--- src/rtl/agc_servo_if.sv ---
// agc_servo_if: sample stream from the AGC DSP and coefficient load strobes back to it
interface agc_servo_if #(
  parameter int NBITS       = 5,
  parameter int OFFSET_BITS = 12
);
  logic                          valid_i;
  logic signed [NBITS-1:0]       out_i;
  logic                          gt_i;
  logic                          lt_i;
  logic [16:0]                   scale_o;
  logic signed [OFFSET_BITS-1:0] offset_o;
  logic                          ce_scale_o;
  logic                          ce_offset_o;
  logic                          apply_o;
  modport master (
    output valid_i, out_i, gt_i, lt_i,
    input  scale_o, offset_o, ce_scale_o, ce_offset_o, apply_o
  );
  modport slave (
    input  valid_i, out_i, gt_i, lt_i,
    output scale_o, offset_o, ce_scale_o, ce_offset_o, apply_o
  );
endinterface

--- src/rtl/agc_servo.sv ---
// agc_servo: windowed AGC statistics driving scale/offset updates into the DSP coefficient loader
module agc_servo #(
  parameter int NBITS       = 5,
  parameter int WIN_LOG2    = 10,
  parameter int OFFSET_BITS = 12,
  parameter int SCALE_INIT  = 4096,
  parameter int SCALE_MIN   = 256,
  parameter int SCALE_MAX   = 131071,
  parameter int STEP_SHIFT  = 6,
  parameter int OFF_SHIFT   = 4,
  parameter int GT_TARGET   = 2,
  parameter int LT_TARGET   = 8
) (
  input  logic         clk_i,
  input  logic         rstn_i,
  input  logic         enable_i,
  output logic         busy_o,
  agc_servo_if.slave   bus
);
  localparam int SW = NBITS + WIN_LOG2;
  localparam int CW = WIN_LOG2 + 1;
  localparam int EW = (SW > OFFSET_BITS ? SW : OFFSET_BITS) + 2;
  localparam logic [CW-1:0] LAST = CW'(2**WIN_LOG2 - 1);
  localparam logic [CW-1:0] GT_T = CW'(GT_TARGET);
  localparam logic [CW-1:0] LT_T = CW'(LT_TARGET);
  localparam logic signed [18:0] SMIN = 19'(SCALE_MIN);
  localparam logic signed [18:0] SMAX = 19'(SCALE_MAX);
  localparam logic signed [EW-1:0] OMIN = EW'(-(2**(OFFSET_BITS-1)));
  localparam logic signed [EW-1:0] OMAX = EW'(2**(OFFSET_BITS-1) - 1);
  typedef enum logic [2:0] {IDLE, ACCUM, UPDATE, LOAD, APPLY} state_t;
  state_t                        state_q, state_d;
  logic [1:0]                    rs_q, rs_d;
  logic                          rst_n;
  logic signed [SW-1:0]          sum_q, sum_d;
  logic [CW-1:0]                 gt_q, gt_d, lt_q, lt_d, cnt_q, cnt_d;
  logic [16:0]                   scale_q, scale_d, shr, step, scale_new;
  logic signed [18:0]            scale_tgt;
  logic signed [OFFSET_BITS-1:0] offset_q, offset_d, off_new;
  logic signed [EW-1:0]          off_wide;
  logic                          ce_q, ce_d, apply_q, apply_d, busy_q, busy_d;
  // reset asserts immediately but releases only after two clean clock edges
  assign rs_d  = {rs_q[0], 1'b1};
  assign rst_n = rs_q[1];
  always_ff @(posedge clk_i or negedge rstn_i)
    if (!rstn_i) rs_q <= '0;
    else         rs_q <= rs_d;
  always_comb begin
    shr       = scale_q >> STEP_SHIFT;
    step      = shr == '0 ? 17'd1 : shr;
    scale_tgt = gt_q > GT_T ? $signed(19'(scale_q)) - $signed(19'(step)) :
                lt_q > LT_T ? $signed(19'(scale_q)) + $signed(19'(step)) :
                              $signed(19'(scale_q));
    scale_new = scale_tgt < SMIN ? 17'(SMIN) : scale_tgt > SMAX ? 17'(SMAX) : scale_tgt[16:0];
    off_wide  = EW'(offset_q) - EW'(sum_q >>> OFF_SHIFT);
    off_new   = off_wide < OMIN ? OFFSET_BITS'(OMIN) :
                off_wide > OMAX ? OFFSET_BITS'(OMAX) : off_wide[OFFSET_BITS-1:0];
  end
  always_comb begin
    state_d  = state_q;
    sum_d    = sum_q;
    gt_d     = gt_q;
    lt_d     = lt_q;
    cnt_d    = cnt_q;
    scale_d  = scale_q;
    offset_d = offset_q;
    case (state_q)
      IDLE: begin
        {sum_d, gt_d, lt_d, cnt_d} = '0;
        if (enable_i) state_d = ACCUM;
      end
      ACCUM:
        if (!enable_i) state_d = IDLE;
        else if (bus.valid_i) begin
          sum_d = sum_q + SW'(bus.out_i);
          gt_d  = gt_q + CW'(bus.gt_i);
          lt_d  = lt_q + CW'(bus.lt_i);
          cnt_d = cnt_q + CW'(1);
          if (cnt_q == LAST) state_d = UPDATE;
        end
      UPDATE: begin
        scale_d  = scale_new;
        offset_d = off_new;
        state_d  = LOAD;
      end
      LOAD: state_d = APPLY;
      APPLY: begin
        {sum_d, gt_d, lt_d, cnt_d} = '0;
        state_d = enable_i ? ACCUM : IDLE;
      end
      default: state_d = IDLE;
    endcase
    ce_d    = state_d == LOAD;
    apply_d = state_d == APPLY;
    busy_d  = state_d == UPDATE || state_d == LOAD || state_d == APPLY;
  end
  always_ff @(posedge clk_i or negedge rst_n)
    if (!rst_n) begin
      state_q  <= IDLE;
      sum_q    <= '0;
      gt_q     <= '0;
      lt_q     <= '0;
      cnt_q    <= '0;
      scale_q  <= 17'(SCALE_INIT);
      offset_q <= '0;
      ce_q     <= 1'b0;
      apply_q  <= 1'b0;
      busy_q   <= 1'b0;
    end else begin
      state_q  <= state_d;
      sum_q    <= sum_d;
      gt_q     <= gt_d;
      lt_q     <= lt_d;
      cnt_q    <= cnt_d;
      scale_q  <= scale_d;
      offset_q <= offset_d;
      ce_q     <= ce_d;
      apply_q  <= apply_d;
      busy_q   <= busy_d;
    end
  assign bus.scale_o     = scale_q;
  assign bus.offset_o    = offset_q;
  assign bus.ce_scale_o  = ce_q;
  assign bus.ce_offset_o = ce_q;
  assign bus.apply_o     = apply_q;
  assign busy_o          = busy_q;
endmodule

--- src/flat_wrapper.sv ---
// flat-port wrapper written by rule: the top's interface ports become plain ports
module agc_servo_flat 
#(
  parameter int NBITS       = 5,
  parameter int WIN_LOG2    = 10,
  parameter int OFFSET_BITS = 12,
  parameter int SCALE_INIT  = 4096,
  parameter int SCALE_MIN   = 256,
  parameter int SCALE_MAX   = 131071,
  parameter int STEP_SHIFT  = 6,
  parameter int OFF_SHIFT   = 4,
  parameter int GT_TARGET   = 2,
  parameter int LT_TARGET   = 8
)
  (clk_i, rstn_i, enable_i, busy_o, bus_valid_i, bus_out_i, bus_gt_i, bus_lt_i, bus_scale_o, bus_offset_o, bus_ce_scale_o, bus_ce_offset_o, bus_apply_o);
  agc_servo_if #(.NBITS(NBITS), .OFFSET_BITS(OFFSET_BITS)) bus_i ();
  input  logic clk_i;
  input  logic rstn_i;
  input  logic enable_i;
  output logic busy_o;
  input wire logic [$bits(bus_i.valid_i)-1:0] bus_valid_i;
  input wire logic [$bits(bus_i.out_i)-1:0] bus_out_i;
  input wire logic [$bits(bus_i.gt_i)-1:0] bus_gt_i;
  input wire logic [$bits(bus_i.lt_i)-1:0] bus_lt_i;
  output wire logic [$bits(bus_i.scale_o)-1:0] bus_scale_o;
  output wire logic [$bits(bus_i.offset_o)-1:0] bus_offset_o;
  output wire logic [$bits(bus_i.ce_scale_o)-1:0] bus_ce_scale_o;
  output wire logic [$bits(bus_i.ce_offset_o)-1:0] bus_ce_offset_o;
  output wire logic [$bits(bus_i.apply_o)-1:0] bus_apply_o;
  assign bus_i.valid_i = bus_valid_i;
  assign bus_i.out_i = bus_out_i;
  assign bus_i.gt_i = bus_gt_i;
  assign bus_i.lt_i = bus_lt_i;
  assign bus_scale_o = bus_i.scale_o;
  assign bus_offset_o = bus_i.offset_o;
  assign bus_ce_scale_o = bus_i.ce_scale_o;
  assign bus_ce_offset_o = bus_i.ce_offset_o;
  assign bus_apply_o = bus_i.apply_o;
  agc_servo #(.NBITS(NBITS), .WIN_LOG2(WIN_LOG2), .OFFSET_BITS(OFFSET_BITS), .SCALE_INIT(SCALE_INIT), .SCALE_MIN(SCALE_MIN), .SCALE_MAX(SCALE_MAX), .STEP_SHIFT(STEP_SHIFT), .OFF_SHIFT(OFF_SHIFT), .GT_TARGET(GT_TARGET), .LT_TARGET(LT_TARGET)) u_core (.clk_i(clk_i), .rstn_i(rstn_i), .enable_i(enable_i), .busy_o(busy_o), .bus(bus_i));
endmodule
--- config.mk ---
export PLATFORM = sky130hd
export DESIGN_NAME = agc_servo_flat
export DESIGN_NICKNAME = d
export VERILOG_FILES = /design/src/rtl/agc_servo_if.sv /design/src/rtl/agc_servo.sv /design/src/flat_wrapper.sv
export SDC_FILE = /design/constraint.sdc
export NUM_CORES = 1
export LEC_CHECK = 0
export ABC_CLOCK_PERIOD_IN_PS = 2400
export CAP_MARGIN = 20
export CORE_ASPECT_RATIO = 0.8
export CORE_MARGIN = 2
export CORE_UTILIZATION = 40
export DETAILED_ROUTE_END_ITERATION = 10
export PLACE_DENSITY = 0.66
export RECOVER_POWER = 25
export REMOVE_ABC_BUFFERS = 1
export SETUP_SLACK_MARGIN = 0.3
export SYNTH_ARGS = -nofsm -noshare
export SYNTH_HDL_FRONTEND = slang
export SYNTH_SLANG_ARGS = --single-unit
--- constraint.sdc ---
create_clock -name clk_i -period 2.4 [get_ports clk_i]
set_input_delay 0.72 -clock clk_i [delete_from_list [all_inputs] [get_ports clk_i]]
set_output_delay 0.72 -clock clk_i [all_outputs]
set_load 0.02 [all_outputs]
# After elaboration in Yosys (flattened, before gate mapping)
# Cells that the tools add are included.
op_classes:
  add_sub_neg: 7
  magnitude_cmp: 6
  n_eq_ne: 10
  n_mux: 25
  n_reduce_logical: 7
op_table:
  columns: ["operator", "count"]
  rows:
  - ["$mux W11", 7]
  - ["$pmux W11 S2", 3]
  - ["$mux W19", 2]
  - ["$mux W17", 2]
  - ["$mux W15", 2]
  - ["$pmux W15 S2", 1]
  - ["$mux W12", 2]
  - ["$add A11 B1 Y11", 2]
  - ["$gt A19 B18 Y1 const B", 1]
  - ["$lt A19 B10 Y1 const B", 1]
  - ["$add A17 B17 Y18", 1]
  - ["$sub A17 B17 Y18", 1]
  - ["$gt A17 B12 Y1 const B", 1]
  - ["$logic_not A17 Y1", 1]
  - ["$lt A17 B12 Y1 const B", 1]
  - ["$add A15 B5 Y15", 1]
  - ["$pmux W3 S5", 1]
  - ["$sub A12 B11 Y13", 1]
  - ["$eq A3 B2 Y1 const B", 4]
  - ["$mux W3", 4]
  - ["$add A11 B1 Y11 const B", 1]
  - ["$eq A11 B10 Y1 const B", 1]
  - ["$gt A11 B2 Y1 const B", 1]
  - ["$gt A11 B4 Y1 const B", 1]
  - ["other kinds (9)", 12]
word_totals:
  reg_bits: 85
  in_bits: 11
  output_inout_bits: 33
  elab_cells: 66

# Longest topological paths before layout
depth:
  depth_word: 8
  depth_mapped: 19
  mapped_depth_nobuf: 16

# Worst setup path before layout
# Ideal clock, no wire load.
synth_path:
  path_kind: "flip-flop to flip-flop"
  startpoint: "reg u_core.scale_q[11] (netlist: u_core.bus.scale_o[11])"
  endpoint: "reg u_core.scale_q[8] (netlist: u_core.bus.scale_o[8])"
  setup_time_ps: 126
  arrival_time_ps: 4031
  t_required_ps: 2274
  path_slack_ps: -1757
  path_stages_with_launch: 19
  path_buffers: 2
  period_less_slack_ps: 4157
  cell_sequence: "dfrtp_1 > clkbuf_1 > inv_1 > nand3_1 > nor4_1 > a41o_1 > ha_1 > inv_1 > fa_1 > o21bai_1 > nand4_1 > a311oi_2 > o21ai_1 > a31o_2 > a221oi_1 > and4b_1 > a31o_1 > buf_6 > o32a_1"
synth_between:
  elab_chain_cells: 8
  elab_cells_between_ends: 10
  cone_classes: "add/sub (2); order compare (2); mux (5); reduce/logical (1)"
synth_rtl:
  columns: ["element", "line_no", "source"]
  rows:
  - ["start: declaration", "agc_servo.sv:36", "logic [16:0] scale_q, scale_d, shr, step, scale_new;"]
  - ["start signal: assignment", "agc_servo.sv:103", "scale_q <= 17'(SCALE_INIT);"]
  - ["start signal: assignment", "agc_servo.sv:114", "scale_q <= scale_d;"]
  - ["$logic_not A17 Y1", "agc_servo.sv:49", "step = shr == '0 ? 17'd1 : shr;"]
  - ["$mux W11", "agc_servo.sv:49", null]
  - ["$add A17 B17 Y18", "agc_servo.sv:51", "lt_q > LT_T ? $signed(19'(scale_q)) + $signed(19'(step)) :"]
  - ["$mux W19", "agc_servo.sv:51", null]
  - ["$mux W19 *", "agc_servo.sv:50", "scale_tgt = gt_q > GT_T ? $signed(19'(scale_q)) - $signed(19'(step)) :"]
  - ["$gt A19 B18 Y1", "agc_servo.sv:53", "scale_new = scale_tgt < SMIN ? 17'(SMIN) : scale_tgt > SMAX ? 17'(SMAX) : scale_tgt[16:0];"]
  - ["$mux W17", "agc_servo.sv:53", null]
  - ["$mux W17 *", "agc_servo.sv:53", null]
# Every way passes the cells marked *; elsewhere a longest branch is shown, timed or not.
# A chain may end at the register's enable or synchronous reset.

# Worst setup path in the final report
layout_path:
  startpoint: "reg u_core.scale_q[13] (netlist: u_core.bus.scale_o[13])"
  endpoint: "reg u_core.scale_q[10] (netlist: u_core.bus.scale_o[10])"
# Same word-level chain as after synthesis.

==> flow_summary_export.csv <==
group,metric,value,unit
clock_tree,clk_path_buf_depth,2,
timing,clock_skew,0.0123,ns
finish,nFillCells,1249,
synthesis,synthCells,754,
grt,grt_max_degree,65,
synthesis,synth-seq-area-share,0.338,
worst_hold_path,min_to,"u_core.rs_q[1]",
timing,worst_pin_slew,1.41,ns
power,leakage,4.68,nW
grt,antenna_found_initial,0,
clock_tree,cts_hold_buf,0,
placed_design,hpwlAfterDp,13800,µm
drt,drt_first_pass_iters,6,
drt,antenna_left,0,
timing,hold_viol,0,
placed_design,placed_cells,1199,
drt,drt_iter0_drc,581,
drt,routed_via_density,5.45,
synthesis,synth_area_leaders,"dfrtp_1 (33%), ha_1 (11%), nor2_1 (4.2%)",
timing,fmax,0.262,GHz
drt,totalWireLength,20800,µm
floorplan,initial_core_util,0.404,
timing,maxSlewViolCount,0,
worst_hold_path,hold_depth,0,
synthesis,synth_compound_area_frac,0.212,
timing,fin_ws,-1.42,ns
power,comb_power_share,0.441,
synthesis,synth-adder-area-share,0.118,
floorplan,dieArea,16800,µm²
clock_tree,clkLatencyLatePin,0.35,ns
run,max-cap-violations,0,
clock_tree,clk_pin_slew,0.07,ns
clock_tree,cts_tree,"built",
finish,diodes,0,
worst_setup_path,regToRegStartpoint,"u_core.bus.scale_o[13]",
synthesis,synthMuxAreaShare,0.00496,
synthesis,synthSimpleGateAreaFrac,0.210,
clock_tree,ctsRootBufferMaster,"clkbuf_16",
floorplan,rows,41,
synthesis,synth_xor_area_frac,0.0570,
floorplan,ioPinCount,44,
power,pwr-share-clk,0.273,
finish,area_growth,56.6,%
power,power_switching,1.94,mW
placed_design,gp_congestion,0.947,
synthesis,async_flop_share,1.00,
timing,fin_crit_sh,1.59,
timing,max_slew_margin,0.0591,
synthesis,netlist_area,6300,µm²
finish,drive_gt1_frac,0.397,
floorplan,core-area,15600,µm²
clock_tree,htree_levels,3,
synthesis,synth.avg_cell_area,8.36,µm²
drt,dr_total_vias,6855,
grt,grt_pass1_vias,6627,
worst_setup_path,r2r-end,"u_core.bus.scale_o[10]",
synthesis,synth-main-ff-cell,"dfrtp_1",
worst_setup_path,end_kind,"register",
power,seq_power_share,0.286,
synthesis,synth_commonest_cells,"dfrtp_1 (84), nor2_1 (70), nand2_1 (57)",
drt,drc,0,
timing,rsz0062_at_grt,"yes",
synthesis,ys_ff_latch,85,
finish,fin_nets,1106,
synthesis,yosysWarnings,0,
status,violations,"setup timing",
synthesis,synth_top_family_by_area,"compound AO/OA/AOI/OAI gates",
synthesis,yosysTopAreaCell,"dfrtp_1",
worst_setup_path,worstRegToRegCells,20,
synthesis,yosysMostFrequentCell,"dfrtp_1",
worst_setup_path,r2r_slack,-1.42,ns
worst_setup_path,timing_worst_setup_path_type,"register to register",
timing,setup_viol,37,
synthesis,synth_top_area_share,0.334,
placed_design,io_buffers,43,
grt,gr-total-overflow,0,
grt,grt_pass1_wl,32000,µm
synthesis,synth_edf_count,0,
worst_setup_path,start_kind,"register",
timing,fin_crit,3.82,ns
worst_setup_path,path_max_fanout,7,
worst_hold_path,hp-start,"u_core.rs_q[0]",
clock_tree,clock_sinks,85,
status,outcome,"finished with violations",
worst_setup_path,crit_arrival,4.03,ns
placed_design,place_ws,-1.67,ns
power,ir_drop,0.000468,V
power,power_per_cell_area,578,nW/µm²
finish,fin_util,0.633,
power,p_int,3.77,mW
floorplan,die_w,144,µm
floorplan,die_h,116,µm
drt,wl_per_cell,16.5,µm
clock_tree,numCtsBuffers,9,
synthesis,ys_types,70,
finish,layout.cells.non_filler,1258,
worst_setup_path,worst_ep_required_time,2.62,ns
worst_hold_path,hp-class,"register to register",
power,sw_frac_of_total,0.340,
grt,grt_usage,0.238,
==> flip-flops by register name, summed over array words and instances (netlist names) <==
| signal | count |
|---|---|
| u_core.sum_q | 15 |
| u_core.bus.scale_o | 17 |
| u_core.lt_q | 11 |
| u_core.bus.apply_o | 1 |
| u_core.rs_q | 2 |
| u_core.gt_q | 11 |
| u_core.bus.ce_offset_o | 1 |
| u_core.cnt_q | 11 |
| u_core.busy_o | 1 |
| u_core.state_q | 3 |
| u_core.bus.offset_o | 12 |
==> power groups by stage <==
stage	logic [mW]	registers (mW)	clock network, mW
after global routing	2.71	1.64	1.64
final	2.52	1.63	1.56
after CTS	2.21	1.63	1.57
after detailed placement	1.90	1.65	0
after global placement	1.88	1.65	0
after floorplan	0.963	1.70	0
==> layer usage <==
layer	up-vias	routed length, µm	track usage
met4	0	317	0.0602
met1	3313	9290	0.332
met5	-	0	0
met3	31	1230	0.0357
li1	3295	-	-
met2	216	9960	0.390
==> stage by stage <==
stage / TNS (ns) / power, mW / hold WS, ns / area (µm²)
after floorplan: -57.50 / 2.67 / 0.331 / 6120
after global placement: -48.54 / 3.52 / 0.335 / 8540
after detailed placement: -50.58 / 3.55 / 0.345 / 8540
after CTS: -29.98 / 5.41 / 0.365 / 9470
after global routing: -38.32 / 5.99 / 0.371 / 9870
final: -31.28 / 5.70 / 0.360 / 9870
==> worst max-delay path by stage <==
stage / start / to / slack, ns / cells after the start
2_1_floorplan: u_core.bus.scale_o[11] / u_core.bus.scale_o[8] / -1.73 / 16
3_3_place_gp: u_core.bus.scale_o[11] / u_core.bus.scale_o[8] / -1.53 / 17
4_1_cts: u_core.bus.scale_o[13] / u_core.bus.scale_o[8] / -1.38 / 17
6_report: u_core.bus.scale_o[13] / u_core.bus.scale_o[10] / -1.42 / 20
3_5_place_dp: u_core.bus.scale_o[11] / u_core.bus.scale_o[8] / -1.67 / 17
5_1_grt: u_core.bus.scale_o[13] / u_core.bus.scale_o[11] / -1.68 / 18
==> final cells by class <==
class	instances	area (µm²)	area share
multi-input combinational	577	4390	0.444
clock inverter	7	103	0.0104
inverter	52	198	0.0200
clock buffer	9	225	0.0228
sequential	85	2130	0.216
tap	215	269	0.0272
timing repair buffer	313	2560	0.259
==> cell usage in the layout, fill, tap and decap left out, types with 9 or more instances in the layout <==
cell	instances
nand2_1	56
nand3_1	33
o21ai_0	37
or3_1	12
dlygate4sd2_1	26
inv_1	44
a21oi_2	14
nor3_1	13
o21ai_1	11
buf_6	33
buf_4	238
nand4_1	17
a21oi_1	33
nor2_1	64
ha_1	47
or2_2	9
xnor2_1	12
xor2_1	26
clkbuf_16	9
dfrtp_1	83
o22ai_1	10
==> cells by family after synthesis <==
kind of cell,after synthesis
xor+xnor,41
flops,85
mux,3
simple gates,270
buf+inv,92
fa+ha+maj,57
other cells,1
compound gates,205
==> worst max-delay path: stages, from the launching register on <==
cell	delay (ns)
dfrtp_1	0.38
inv_2	0.06
nand3_2	0.09
nor4_2	0.14
buf_4	0.16
a41o_1	0.18
ha_2	0.19
inv_2	0.04
fa_2	0.37
o21bai_1	0.19
nand4_1	0.12
a311oi_2	0.31
buf_4	0.17
o211ai_1	0.11
a211oi_2	0.23
a221oi_2	0.06
and4b_2	0.33
a31o_4	0.21
buf_4	0.13
buf_6	0.13
o22ai_2	0.09
==> repair_timing <==
item,in CTS,in global routing
buffers inserted,23,20
gates resized for setup,154,62
pin swaps,73,50
endpoints found under the setup margin,88,51
No activity file was read; power rests on OpenSTA's default activity.
